===== config.mk =====
export PLATFORM = sky130hd
export DESIGN_NAME = dmem_arbiter
export DESIGN_NICKNAME = d
export VERILOG_FILES = /design/src/rtl/dmem_arbiter.sv
export SDC_FILE = /design/constraint.sdc
export NUM_CORES = 1
export LEC_CHECK = 0
export CAP_MARGIN = 20
export CORE_AREA = 2 2 115 117
export CTS_BUF_LIST = sky130_fd_sc_hd__clkbuf_2 sky130_fd_sc_hd__clkbuf_4 sky130_fd_sc_hd__clkbuf_8
export CTS_CLUSTER_SIZE = 40
export DETAILED_ROUTE_END_ITERATION = 16
export DIE_AREA = 0 0 117 119
export HOLD_SLACK_MARGIN = 0.15
export PLACE_DENSITY = 0.67
export SYNTH_ARGS = -nofsm -noshare
export SYNTH_HDL_FRONTEND = slang
export SYNTH_SLANG_ARGS = --single-unit

===== constraint.sdc =====
create_clock -name clk -period 2.9 [get_ports clk]
set_input_delay 0.87 -clock clk [delete_from_list [all_inputs] [get_ports clk]]
set_output_delay 0.87 -clock clk [all_outputs]
set_load 0.03 [all_outputs]

===== src/rtl/dmem_arbiter.sv =====
// -----------------------------------------------------------------------------
// dmem_arbiter
//
// Shares the 64-word data memory between the single-cycle core (CPU port)
// and an external loader/debug master (EXT port). The CPU has priority. EXT
// is never starved: after MAX_WAIT consecutive lost cycles, EXT receives one
// forced grant even if the CPU is requesting.
//
// Parameters
//   DATA_W    data word width
//   ADDR_W    word-address width
//   DEPTH     number of memory words; addresses >= DEPTH are out of range
//   MAX_WAIT  denied EXT cycles before a forced EXT grant (1..15)
//
// Ports
//   clk, rst_n              clock, synchronous active-low reset
//   cpu_req/we/addr/wdata   CPU access request (load or store)
//   cpu_gnt, cpu_rdata      comb. grant and load data (0 when not granted or
//                           out of range)
//   ext_req/we/addr/wdata   EXT access request, held until ext_gnt
//   ext_gnt                 comb. EXT grant
//   ext_rvalid, ext_rdata   registered read response, one cycle after grant
//   ext_err                 registered pulse after an out-of-range EXT access
//   mem_addr/wdata/we       to memory (memory writes on negedge of grant cycle)
//   mem_rdata               from memory, combinational read
// -----------------------------------------------------------------------------
module dmem_arbiter #(
  parameter int DATA_W   = 32,
  parameter int ADDR_W   = 32,
  parameter int DEPTH    = 64,
  parameter int MAX_WAIT = 4
) (
  input  logic              clk,
  input  logic              rst_n,

  input  logic              cpu_req,
  input  logic              cpu_we,
  input  logic [ADDR_W-1:0] cpu_addr,
  input  logic [DATA_W-1:0] cpu_wdata,
  output logic              cpu_gnt,
  output logic [DATA_W-1:0] cpu_rdata,

  input  logic              ext_req,
  input  logic              ext_we,
  input  logic [ADDR_W-1:0] ext_addr,
  input  logic [DATA_W-1:0] ext_wdata,
  output logic              ext_gnt,
  output logic              ext_rvalid,
  output logic [DATA_W-1:0] ext_rdata,
  output logic              ext_err,

  output logic [ADDR_W-1:0] mem_addr,
  output logic [DATA_W-1:0] mem_wdata,
  output logic              mem_we,
  input  logic [DATA_W-1:0] mem_rdata
);

  localparam logic [ADDR_W-1:0] DEPTH_A  = ADDR_W'(DEPTH);
  localparam logic [3:0]        MAX_W    = 4'(MAX_WAIT);

  typedef enum logic [1:0] {
    S_CPU,
    S_WAIT,
    S_FORCE
  } state_t;

  state_t     state;
  state_t     state_nxt;
  logic [3:0] wait_cnt;
  logic [3:0] wait_cnt_nxt;
  logic [3:0] wait_cnt_inc;

  logic       cpu_in_range;
  logic       ext_in_range;
  logic       ext_rd_ok;

  assign cpu_in_range = (cpu_addr < DEPTH_A);
  assign ext_in_range = (ext_addr < DEPTH_A);
  assign wait_cnt_inc = wait_cnt + 4'd1;

  // ---------------------------------------------------------------------------
  // Next-state and grant logic. Grants are held at 0 during reset so that no
  // memory access can occur while the arbiter is being initialised.
  // ---------------------------------------------------------------------------
  always_comb begin
    state_nxt    = state;
    wait_cnt_nxt = wait_cnt;
    cpu_gnt      = 1'b0;
    ext_gnt      = 1'b0;

    if (rst_n) begin
      unique case (state)
        S_CPU: begin
          wait_cnt_nxt = '0;
          if (cpu_req) begin
            cpu_gnt = 1'b1;
            if (ext_req) begin
              // First lost cycle already counts; with MAX_WAIT=1 it is enough.
              wait_cnt_nxt = 4'd1;
              state_nxt    = (MAX_W <= 4'd1) ? S_FORCE : S_WAIT;
            end
          end else if (ext_req) begin
            ext_gnt = 1'b1;
          end
        end

        S_WAIT: begin
          if (!ext_req) begin
            cpu_gnt      = cpu_req;
            wait_cnt_nxt = '0;
            state_nxt    = S_CPU;
          end else if (!cpu_req) begin
            ext_gnt      = 1'b1;
            wait_cnt_nxt = '0;
            state_nxt    = S_CPU;
          end else begin
            cpu_gnt      = 1'b1;
            wait_cnt_nxt = wait_cnt_inc;
            if (wait_cnt_inc >= MAX_W) begin
              state_nxt = S_FORCE;
            end
          end
        end

        S_FORCE: begin
          // One cycle owned by EXT; an absent request simply wastes the slot.
          ext_gnt      = ext_req;
          wait_cnt_nxt = '0;
          state_nxt    = S_CPU;
        end

        default: begin
          wait_cnt_nxt = '0;
          state_nxt    = S_CPU;
        end
      endcase
    end
  end

  // ---------------------------------------------------------------------------
  // Memory-side mux. With no grant the CPU port is presented so the address
  // bus is stable for the core's next access.
  // ---------------------------------------------------------------------------
  always_comb begin
    mem_addr  = ext_gnt ? ext_addr  : cpu_addr;
    mem_wdata = ext_gnt ? ext_wdata : cpu_wdata;
    mem_we    = (cpu_gnt & cpu_we & cpu_in_range) |
                (ext_gnt & ext_we & ext_in_range);
  end

  assign cpu_rdata = (cpu_gnt && cpu_in_range) ? mem_rdata : '0;

  assign ext_rd_ok = ext_gnt & ~ext_we & ext_in_range;

  // ---------------------------------------------------------------------------
  // State register and registered EXT response.
  // ---------------------------------------------------------------------------
  always_ff @(posedge clk) begin
    if (!rst_n) begin
      state      <= S_CPU;
      wait_cnt   <= '0;
      ext_rvalid <= 1'b0;
      ext_rdata  <= '0;
      ext_err    <= 1'b0;
    end else begin
      state      <= state_nxt;
      wait_cnt   <= wait_cnt_nxt;
      ext_rvalid <= ext_rd_ok;
      ext_err    <= ext_gnt & ~ext_in_range;
      if (ext_rd_ok) begin
        ext_rdata <= mem_rdata;
      end
    end
  end

endmodule


==> qor.yml, run 1 <==
hp-start: "ext_rdata[21]$_SDFFE_PN0P_"
pre_cts_ws_ps: -700
dieArea_um2: 13900
rr_endpoint: "ext_rdata[11]$_SDFFE_PN0P_"
multi_input_area_um2: 2800
grt_pass1_vias: 4357
tightest_slew_ps: 594
cts.sinks: 40
synthCells: 433
clkLatencyLatePin_ps: 290
hold_slack_ps: 459
drtAntennaViolNets: 0
via_per_inst: 4.52
fp-row-count: 42
critical_path.most_common_cell: "buf_12"
syn_to_final_growth_pct: 192
slew_viol_final: 0
rsz0062_at_grt: "yes"
syn_nets: 600
layout_commonest_cell: "clkdlybuf4s50_1"
grt_pass1_wl_mm: 23.0
cp_slowest_cell: "dlygate4sd2_1"
cts_hold_buf: 0
cp_cell_sequence: "dlygate4sd2_1 -> nor4_2 -> nand4_1 -> nor2_4 -> buf_12 -> buf_12 -> a32o_2 -> buf_12"
grt_remaining_overflow: 0
worstRegToRegCells: 7
synth_area_per_cell_um2: 6.22
io_pins: 299
die_x_um: 117
clkPwrFrac_pct: 21.2
cp-end-kind: "primary output"
first_iter_violations: 169
vdd_drop_max_v: 0.000141
cpPeakStageDelay_ps: 260
synth_seq_cells: 40
p_leak_nw: 3.80
combPwrFrac_pct: 49.1
clockBufferDepth: 2
setup_slack_ps: -300
seq_area_um2: 801
first_pass_iters: 4
min_to: "ext_rdata[21]$_SDFFE_PN0P_"
wl_per_cell_um: 17.7
final-setup-viol-count: 96
via_count: 4261
gp_congestion: 0.915
seq_area_frac_synth_pct: 29.7
hpwl_mm: 10.4
setup_tns_ps: -12290
power_switching_uw: 642
cp.arrival_ps: 2330
layout_common_cells: "clkdlybuf4s50_1, buf_6, nand2_1"
p_int_mw: 1.21
drc_errors: 0
fp.coreArea_um2: 12900
hold_depth: 2
cts_tree: "built"
violations: "setup timing"
slew_headroom_pct: 60.4
finalWirelength_mm: 16.7
min_period_over_period_pct: 110
start_util_pct: 20.9
r2r_setup_slack_ps: 1000
crit_type: "in2out"
skew_ps: 6.81
hold_path_class: "reg2reg"
regToRegStartpoint: "state[1]$_SDFFE_PN0P_"
syn-cell-area_um2: 2700
clk_pin_slew_ps: 80
drive_gt1_share_pct: 52.5
maxCapViolCount: 0
cp_max_fo: 5
p_seq_share_pct: 29.7
fillers: 1050
cts_buffers: 5
final_hold_viol_count: 0
finalCriticalPeriod_ps: 3200
numPortBuffers: 298
p_per_area_nw_per_um2: 236
dieHeight_um: 119
grt_max_degree: 65
crit_buf_inv: 4
nets: 930
sw_frac_of_total_pct: 34.6
crit_family: "simple AND/OR/NAND/NOR gates"
start_kind: "input port"
antenna_found_initial: 2
cp.required_ps: 2030
fmax_ghz: 0.312
grtUsageTotal_pct: 21.0
synth_cell_types: 27
h-tree-depth: 2
cts_root_buffer: "clkbuf_8"
ys_warn_count: 0
run_status: "complete, but fails checks"
==> area by class of cell <==
type	instances	area share [%]
timing repair buffer	351	50.1
multi-input combinational	364	35.5
sequential	40	10.2
tap	176	2.80
clock buffer	7	1.14
inverter	1	0.143
clock inverter	1	0.0953
antenna	2	0.0635
==> per-stage QoR <==
| stage | utilization [%] | area, um2 | std cells | power [mW] |
|---|---|---|---|---|
| final | 61.2 | 7880 | 942 | 1.86 |
| after global routing | 61.2 | 7880 | 942 | 1.94 |
| after CTS | 56.8 | 7320 | 942 | 1.79 |
| after detailed placement | 45.0 | 5790 | 906 | 1.22 |
| after global placement | 45.0 | 5790 | 906 | 1.22 |
| after floorplan | - | 2710 | 433 | 0.819 |
==> tightest hold or removal path, delay by kind of cell (launching register included) <==
kind             cells  cell delay (ps)
AND/OR/NAND/NOR      1               50
flip-flops           1              310
multiplexers         1               50
==> flip-flops by register name, indices dropped and copies added (netlist names) <==
| signal | flops |
|---|---|
| ext_err | 1 |
| ext_rdata | 32 |
| ext_rvalid | 1 |
| state | 2 |
| wait_cnt | 4 |
==> Yosys cell counts (all sizes together) <==
library cell  count  area [um2]
a211o             1        8.76
a21oi             2        10.0
a31oi             1        6.26
a32o              1        10.0
and2             33         206
and3              3        18.8
and3b             1        8.76
and4              1        8.76
and4b             1        10.0
buf              10        66.3
clkbuf           18        67.6
dfxtp            40         801
ha                1        12.5
inv               1        3.75
mux2i            32         320
nand2           259         972
nand3             2        10.0
nand4             2        12.5
nor2              6        22.5
nor2b             2        12.5
nor3              1        5.00
nor4             12        75.1
xnor2             1        8.76
xor2              2        17.5
==> cells by family (layout without fill, tap and decap cells) <==
family	Yosys count	count (layout)	synth area share, %
AOI/OAI and AO/OA	5	5	1.30
xor gates and xnor gates	3	3	0.975
adders and majority gates	1	1	0.464
buffers and inverters	29	360	5.11
DFF	40	40	29.7
muxes	32	32	11.9
other	0	2	0
and+or+nand+nor	323	323	50.6
==> worst max path at each step <==
stage                            start            end  slack [ps]  depth (start not counted)
after floorplan                  rst_n  cpu_rdata[11]          10                          5
after global placement    ext_addr[16]         mem_we        -710                          7
after detailed placement  cpu_addr[17]         mem_we        -700                          8
after CTS                 cpu_addr[11]  cpu_rdata[13]        -310                          9
after global routing      ext_addr[30]         mem_we        -340                          6
final                     cpu_addr[27]         mem_we        -300                          8
==> power by group through the flow <==
stage	Sequential, mW	Clock (mW)	Combinational, mW
final	0.552	0.394	0.911
after global routing	0.552	0.432	0.954
after detailed placement	0.565	0	0.657
after floorplan	0.566	0	0.253
after global placement	0.565	0	0.654
after CTS	0.552	0.410	0.824
==> routing by layer <==
layer  GRT usage [%]  vias up  share of wire (%)
li1                -     2035                  -
met1            24.9     1989                 38
met2            37.7      189                 53
met3            4.53       48                6.0
met4            5.88        0                3.4
met5               0        -                  0
==> what timing repair did <==
item	CTS	global route
setup endpoints to repair	98	97
cloned	14	4
buffers inserted	15	2
pin swaps	111	131
gates resized for setup	394	175
(Power assumes the default switching activity.)
==> run 2, diff against run 1 <==
--- a/config.mk
+++ b/config.mk
@@ -8,7 +8,6 @@
 export CAP_MARGIN = 20
 export CORE_AREA = 2 2 115 117
 export CTS_BUF_LIST = sky130_fd_sc_hd__clkbuf_2 sky130_fd_sc_hd__clkbuf_4 sky130_fd_sc_hd__clkbuf_8
-export CTS_CLUSTER_SIZE = 40
 export DETAILED_ROUTE_END_ITERATION = 16
 export DIE_AREA = 0 0 117 119
 export HOLD_SLACK_MARGIN = 0.15
==> constraint.sdc (replaced) <==
create_clock -name clk -period 4.02 [get_ports clk]
set_input_delay 1.206 -clock clk [delete_from_list [all_inputs] [get_ports clk]]
set_output_delay 1.206 -clock clk [all_outputs]
set_load 0.03 [all_outputs]
==> run 2 against run 1 <==
The run now ends clean. Global-route usage down 3.0 points. Clock-buffer cell count down 1. Worst hold slack worse by 1.2 ps. Via count down 5.3%. Cell count down 1.7%. Clock skew down 1.5 ps. Critical path depth unchanged. First-iteration DRC count up 3.0%. Non-clock buffer count down 14. Highest routed layer unchanged. Core utilization down 11 points.
==> qor.yml, run 2 (synthesis results as in run 1) <==
run_status: "complete, no violations"
dieArea_um2: 13900
cp.arrival_ps: 2740
first_pass_iters: 5
p_leak_nw: 3.02
cpPeakStageDelay_ps: 280
io_pins: 299
fp.coreArea_um2: 12900
seq_area_um2: 801
cts_hold_buf: 0
via_count: 4036
critical_path.most_common_cell: "buf_6"
regToRegStartpoint: "state[1]$_SDFFE_PN0P_"
r2r_setup_slack_ps: 2120
worstRegToRegCells: 7
fillers: 1235
slew_headroom_pct: 59.8
drive_gt1_share_pct: 23.9
top_regs: "ext_rdata (32), wait_cnt (4), state (2)"
fp-row-count: 42
skew_ps: 5.29
syn_to_final_growth_pct: 141
setup_tns_ps: 0
slew_viol_final: 0
grt_pass1_wl_mm: 19.4
first_iter_violations: 174
crit_type: "in2out"
cts_tree: "built"
setup.worst_path.start: "cpu_addr[11]"
layout_commonest_cell: "nand2_1"
clockBufferDepth: 2
hpwl_mm: 11.0
layout_common_cells: "nand2_1, clkdlybuf4s50_1, buf_4"
drtAntennaViolNets: 0
largest_reg_flops: 32
final-setup-viol-count: 0
grt_pass1_vias: 3867
drc_errors: 0
worstSetupPathDepth: 8
cts_root_buffer: "clkbuf_8"
numPortBuffers: 298
worstSetupEndpoint: "cpu_rdata[23]"
clk_pin_slew_ps: 70
tightest_slew_ps: 603
cp.required_ps: 2810
h-tree-depth: 2
finalCriticalPeriod_ps: 3950
cts.sinks: 40
final_hold_viol_count: 0
vdd_drop_max_v: 0.000112
start_util_pct: 20.9
grtUsageTotal_pct: 18.0
pre_cts_ws_ps: -143
gp_congestion: 0.963
clkLatencyLatePin_ps: 290
maxCapViolCount: 0
top_register: "ext_rdata"
min_period_over_period_pct: 98.2
grt_max_degree: 65
antenna_found_initial: 0
insertedDiodeCount: 0
finalWirelength_mm: 14.1
cts_buffers: 5
fmax_ghz: 0.253
cp_cell_sequence: "dlygate4sd2_1 -> nor4_2 -> nand4_1 -> nor2_4 -> buf_6 -> clkbuf_16 -> and2_4 -> buf_6"
hold_path_class: "reg2reg"
via_per_inst: 4.36
setup_slack_ps: 71.2
rr_endpoint: "ext_rdata[23]$_SDFFE_PN0P_"
crit_buf_inv: 4
dieHeight_um: 119
wl_per_cell_um: 15.2
multi_input_area_um2: 1880
cp_slowest_cell: "nor4_2"
p_per_area_nw_per_um2: 191
nets: 916
start_kind: "input port"
die_x_um: 117
cp_max_fo: 8
crit_family: "simple AND/OR/NAND/NOR gates"
cp-end-kind: "primary output"
grt_remaining_overflow: 0
run 2: cell types whose count changed in the layout (fill, tap and decap cells not counted), sizes merged, moves of 2 or more:
cell,before,now
clkdlybuf4s50,151,165
diode,2,0
clkdlybuf4s15,3,7
dlygate4sd2,10,8
buf,169,138
run 2: how the worst min path moves through the flow:
stage               cells past startpoint                       start  slack, ps                    endpoint
floorplan                               1       state[0]$_SDFFE_PN0P_        450       state[0]$_SDFFE_PN0P_
global placement                        2  ext_rdata[10]$_SDFFE_PN0P_        440  ext_rdata[10]$_SDFFE_PN0P_
detailed placement                      2   ext_rdata[1]$_SDFFE_PN0P_        450   ext_rdata[1]$_SDFFE_PN0P_
CTS                                     2   ext_rdata[1]$_SDFFE_PN0P_        460   ext_rdata[1]$_SDFFE_PN0P_
global route                            2  ext_rdata[30]$_SDFFE_PN0P_        480  ext_rdata[30]$_SDFFE_PN0P_
finish                                  2   ext_rdata[4]$_SDFFE_PN0P_        460   ext_rdata[4]$_SDFFE_PN0P_
run 2: where the power goes:
part	total, mW	switching, mW	internal [mW]
Combinational	0.518	0.247	0.271
Clock	0.324	0.133	0.191
Sequential	0.398	0.000972	0.397
run 2: final cells by class:
| class | instances | area share [%] |
|---|---|---|
| multi-input cells | 364 | 29.0 |
| inverters | 1 | 0.0965 |
| repair buffers | 337 | 53.5 |
| clock buffers | 6 | 1.18 |
| flip-flops and latches | 40 | 12.3 |
| clock inverters | 2 | 0.540 |
| well taps | 176 | 3.40 |
run 2: what timing repair did:
item / in CTS / in global routing
gates cloned: 3 / 1
setup endpoints to repair: 33 / 57
pin swaps: 1 / 16
buffers inserted: 1 / 4
resized for setup: 35 / 71
run 2: per-layer routing:
metal  part of all wire (%)  up-vias  track usage (%)
li1                       -     1994                -
met1                     35     1822             18.4
met2                     52      205             34.7
met3                     10       15             4.43
met4                    2.5        0             6.25
met5                      0        -                0
run 2: worst register-to-register path, delay by kind of cell (launching register included):
kind	cells	cell delay (ps)
AOI/OAI and AO/OA	1	350
buffers and inverters	3	530
DFF	1	350
muxes	1	270
and+or+nand+nor	2	330
run 2: through the flow:
stage	hold WS, ps	total power, mW	instance area, um2	util [%]	cells
3_5_place_dp	446	0.927	6020	46.7	909
5_1_grt	475	1.30	6480	50.4	926
3_3_place_gp	441	0.925	6020	46.7	909
4_1_cts	460	1.26	6280	48.8	921
6_report	458	1.24	6480	50.4	926
2_1_floorplan	455	0.589	2700	-	433
==> run 3, diff against run 2 <==
--- a/config.mk
+++ b/config.mk
@@ -8,6 +8,7 @@
 export CAP_MARGIN = 20
 export CORE_AREA = 2 2 115 117
 export CTS_BUF_LIST = sky130_fd_sc_hd__clkbuf_2 sky130_fd_sc_hd__clkbuf_4 sky130_fd_sc_hd__clkbuf_8
+export CTS_CLUSTER_DIAMETER = 120
 export DETAILED_ROUTE_END_ITERATION = 16
 export DIE_AREA = 0 0 117 119
 export HOLD_SLACK_MARGIN = 0.15
==> results of run 3 <==
Final layout, timing and power as in run 2 (identical DEF).
==> RTL edit 1, RTL diff (config.mk and constraints of run 1) <==
Reset style: asynchronous (`rst_n`), changed in one clocked block. Comments in the files are not updated.
--- a/src/rtl/dmem_arbiter.sv
+++ b/src/rtl/dmem_arbiter.sv
@@ -155,7 +155,7 @@
   // ---------------------------------------------------------------------------
   // State register and registered EXT response.
   // ---------------------------------------------------------------------------
-  always_ff @(posedge clk) begin
+  always_ff @(posedge clk or negedge rst_n) begin
     if (!rst_n) begin
       state      <= S_CPU;
       wait_cnt   <= '0;
Check against the original RTL: differs if rst_n is asserted again (counterexample within 4 cycles, from zero or initial values and one cycle with rst_n low); with rst_n held inactive, the same outputs for 10 cycles.
==> RTL edit 1 against run 1 <==
  * The flow still finishes with violations (setup timing)
  * Clock skew rose by 0.0012 ns
  * Count of clock-buffer cells in the layout down 2
  * Combinational power up 37%
  * Wire length down 20%
  * Power is 24% higher
  * Setup slack gained 0.091 ns
  * Sequential cell count is the same
  * Synthesized area is 0.65% higher
  * Design area decreased by 14%
  * Global-route usage decreased by 3.2 points
  * Highest routed layer unchanged
==> RTL edit 1: results (changes against run 1) <==
worst setup margin=-0.209 ns (was -0.300 ns); Avg Inst Size Synth=11.5 um^2 (was 6.22 um^2); vias in the first global route=3401 (was 4357); status=finished with violations (unchanged); R2R Path End=ext_rdata[14]$_DFFE_PN0P_ (was ext_rdata[11]$_SDFFE_PN0P_); Seq/Total Area, Yosys=0.369 (was 0.297); failing checks=setup timing (unchanged); RR Startpoint=state[1]$_DFFE_PN0P_ (was state[1]$_SDFFE_PN0P_); Yosys cell types=26 (was 27); initial antenna violation count=0 (was 2); share of layout cells above drive strength 1=0.559 (was 0.525); RePlAce Congestion=0.783 (was 0.915); DR WL/cell=17.8 um (was 17.7 um); VDD IR max=0.250 mV (was 0.141 mV); first-pass GRT wire length=18900 um (was 23000 um); Hold Path Cell Cnt=1 (was 2); hold endpoint=ext_rdata[24]$_DFFE_PN0P_ (was ext_rdata[21]$_SDFFE_PN0P_); worst hold start=ext_rdata[24]$_DFFE_PN0P_ (was ext_rdata[21]$_SDFFE_PN0P_); net count after synthesis=403 (was 600); GRT Overall Usage=0.178 (was 0.210); Primary FF master, synth=dfrtp_1 (was dfxtp_1); placed inst area=6000 um^2 (was 5790 um^2); Post-synth top cells=mux2_2, dfrtp_1, and2_1 (was nand2_1, dfxtp_1, and2_1); Sum Neg Setup Slack=-5.59 ns (was -12.29 ns); max_slew headroom=0.730 (was 0.604); Post-synth ARST share=1.00 (was 0); Post-layout nets=738 (was 930); final setup fails=48 (was 96); WHS=0.491 ns (was 0.459 ns); vias per inst=4.32 (was 4.52); pin count of the biggest net entering global routing=33 (was 65)
==> RTL edit 1: worst max path at each step <==
stage            startpoint            end  slack, ns
4_1_cts        cpu_addr[31]  cpu_rdata[14]      -0.25
5_1_grt        cpu_addr[30]  cpu_rdata[20]      -0.26
3_3_place_gp        cpu_req   mem_wdata[1]      -0.75
3_5_place_dp        cpu_req   mem_addr[11]      -0.75
6_report       cpu_addr[30]  cpu_rdata[20]      -0.21
2_1_floorplan         rst_n  cpu_rdata[13]      -0.03
==> RTL edit 1: repair_timing <==
action                     in CTS  in global routing
resized for setup             405                124
setup endpoints to repair     115                 96
buffers inserted               11                  2
cloned                          6                  3
pin swaps                      19                 16
==> RTL edit 1: worst max-delay path, cell delays in order <==
cell	delay (ns)
buf_8	0.10
nor4_4	0.29
nand4_1	0.19
nor2_4	0.20
buf_12	0.14
clkbuf_16	0.14
and2_2	0.16
buf_6	0.13
==> RTL edit 1: layout make-up <==
type,count,area (um^2),area share
clock buffers,5,68.8,0.0102
clock inverters,3,42.5,0.00628
multi-input cells,176,1840,0.272
repair buffers,343,3580,0.528
inverters,5,18.8,0.00277
flip-flops and latches,40,1000,0.148
well taps,176,220,0.0325
==> RTL edit 1: metrics by stage <==
step	power, uW	worst slack [ns]	utilization
after floorplan	1110	-0.0286	-
after global placement	1670	-0.748	0.466
after detailed placement	1680	-0.748	0.466
after CTS	2220	-0.245	0.497
after global routing	2410	-0.258	0.526
final	2300	-0.209	0.526
==> RTL edit 1: routing by layer <==
metal / global-route usage / vias to the layer above / part of all wire
met5: 0 / - / 0
met4: 0.0390 / 0 / 0.013
met3: 0.0514 / 11 / 0.090
met2: 0.328 / 174 / 0.52
met1: 0.201 / 1513 / 0.38
li1: - / 1531 / -
==> RTL edit 1: logic make-up after synthesis <==
group,Yosys count,share of synthesized area
xor+xnor,2,0.00646
simple gates,66,0.149
flops,40,0.369
compound gates,8,0.0212
fa+ha+maj,1,0.00461
mux,99,0.410
buf+inv,20,0.0397
==> RTL edit 1: report_power, final <==
group / internal [uW] / switching (uW) / total (uW)
registers: 576 / 18.3 / 594
logic: 686 / 567 / 1250
clock network: 255 / 197 / 452
total: 1520 / 783 / 2300
==> RTL edit 2, RTL diff (settings of run 1) <==
Without the edit above. The parameter `ADDR_W` goes from 32 to 24.
--- a/src/rtl/dmem_arbiter.sv
+++ b/src/rtl/dmem_arbiter.sv
@@ -26,7 +26,7 @@
 // -----------------------------------------------------------------------------
 module dmem_arbiter #(
   parameter int DATA_W   = 32,
-  parameter int ADDR_W   = 32,
+  parameter int ADDR_W   = 24,
   parameter int DEPTH    = 64,
   parameter int MAX_WAIT = 4
 ) (
Interface: changed (resized cpu_addr, ext_addr and mem_addr); port bits go from 299 to 275. The function was not compared with the original's and may differ.
==> RTL edit 2 against run 1 <==
  * The flow still finishes with violations (setup timing)
  * Sequential cell count did not move
  * Synthesized area grew 1.0%
  * Critical path depth fell by 1
  * Setup slack got worse by 0.12 ns
  * Power decreased by 7.9%
  * Final cell count decreased by 4.8%
  * Wire length shrank 6.7%
  * First-iteration DRC count grew 19%
  * Design area down 16%
  * Clock power increased by 19%
  * Critical endpoint unchanged
  * Highest routed layer unchanged
==> RTL edit 2: results (changes against run 1) <==
n_taps=176 (unchanged); PostCTS Resize Cnt=161 (was 394); Worst R2R Setup Slack=1.45 ns (was 1.00 ns); clk cell area share=0.0173 (was 0.0124); clock buffers=5 (was 7); Fill cells=1184 (was 1050); Data buffer area share=0.533 (was 0.501); Slowest-stage cell, CP=or4_4 (was dlygate4sd2_1); Setup Buffers After CTS=19 (was 15); port bufs=274 (was 298); first-pass GRT wire length=22800 um (was 23000 um); CP arrival=2.45 ns (was 2.33 ns); CP max FO=8 (was 5); Hold WC Path Type=reg2reg (unchanged); max_slew headroom=0.740 (was 0.604); met1 WL=5800 um (was 6340 um); Lkg Pwr=0.00292 uW (was 0.00380 uW); final setup fails=34 (was 96); Avg Inst Size Synth=6.44 um^2 (was 6.22 um^2); GRT Overall Usage=0.209 (was 0.210); critical path startpoint=cpu_addr[22] (was cpu_addr[27]); placed inst area=5880 um^2 (was 5790 um^2); multi-input gate count=341 (was 364); Final Instance Area=6640 um^2 (was 7880 um^2); WHS=0.468 ns (was 0.459 ns); total wire length=15600 um (was 16700 um); failing checks=setup timing (unchanged); Post-synth top cells=nand2_1, dfxtp_1, a21oi_1, nand4_1, o31ai_1 (was nand2_1, dfxtp_1, and2_1); RePlAce Congestion=0.813 (was 0.915); worst setup margin=-0.420 ns (was -0.300 ns); routed vias=4249 (was 4261); Clock Skews=0.0107 ns (was 0.00681 ns); Non-clk invs=3 (was 1); Place WS=-0.989 ns (was -0.700 ns); VDD IR max=0.183 mV (was 0.141 mV); net count after synthesis=574 (was 600); dpl cells=861 (was 906); Yosys cell types=28 (was 27); Area contributors post-synth=dfxtp_1, nand2_1, o31ai_1 (was nand2_1, dfxtp_1, mux2i_1); share of layout cells above drive strength 1=0.320 (was 0.525); R2R Path End=ext_rdata[28]$_SDFFE_PN0P_ (was ext_rdata[11]$_SDFFE_PN0P_); routed wl met2=8060 um (was 8770 um); initial antenna violation count=0 (was 2); Post-layout nets=871 (was 930); Finished Layout Cells=897 (was 942); post-DP HPWL=10700 um (was 10400 um); footprint of the multi-input gates=1950 um^2 (was 2800 um^2); Seq/Total Area, Yosys=0.294 (was 0.297); ANT cells=0 (was 2); crit-path max cell delay=0.49 ns (was 0.26 ns); worst reg-to-reg path cell count=6 (was 7); status=finished with violations (unchanged); DRT iter0 DRCs=201 (was 169)
==> RTL edit 2: cell count changes after synthesis, sizes merged, moves of 2 or more <==
cell,before,now
clkbuf,18,27
nand2,259,173
nor4,12,8
buf,10,12
o31ai,0,32
mux2i,32,0
nand3,2,5
a21oi,2,33
nand4,2,33
inv,1,3
==> RTL edit 2: per-layer routing <==
layer | GRT usage | vias up
li1 | - | 2036
met3 | 0.0550 | 18
met2 | 0.389 | 223
met4 | 0.0449 | 0
met1 | 0.236 | 1972
met5 | 0 | -
==> RTL edit 2: logic make-up after synthesis <==
group / synth area share
compound gates: 0.158
xor+xnor: 0.00965
fa+ha+maj: 0.00459
buf+inv: 0.0625
flops: 0.294
simple gates: 0.472
==> RTL edit 2: where the power goes <==
| group | total (uW) | internal, uW | switching, uW | leakage (uW) |
|---|---|---|---|---|
| sequential | 552 | 550 | 1.59 | 0.000322 |
| combinational | 688 | 367 | 321 | 0.00254 |
| clock | 470 | 259 | 211 | 0.0000548 |
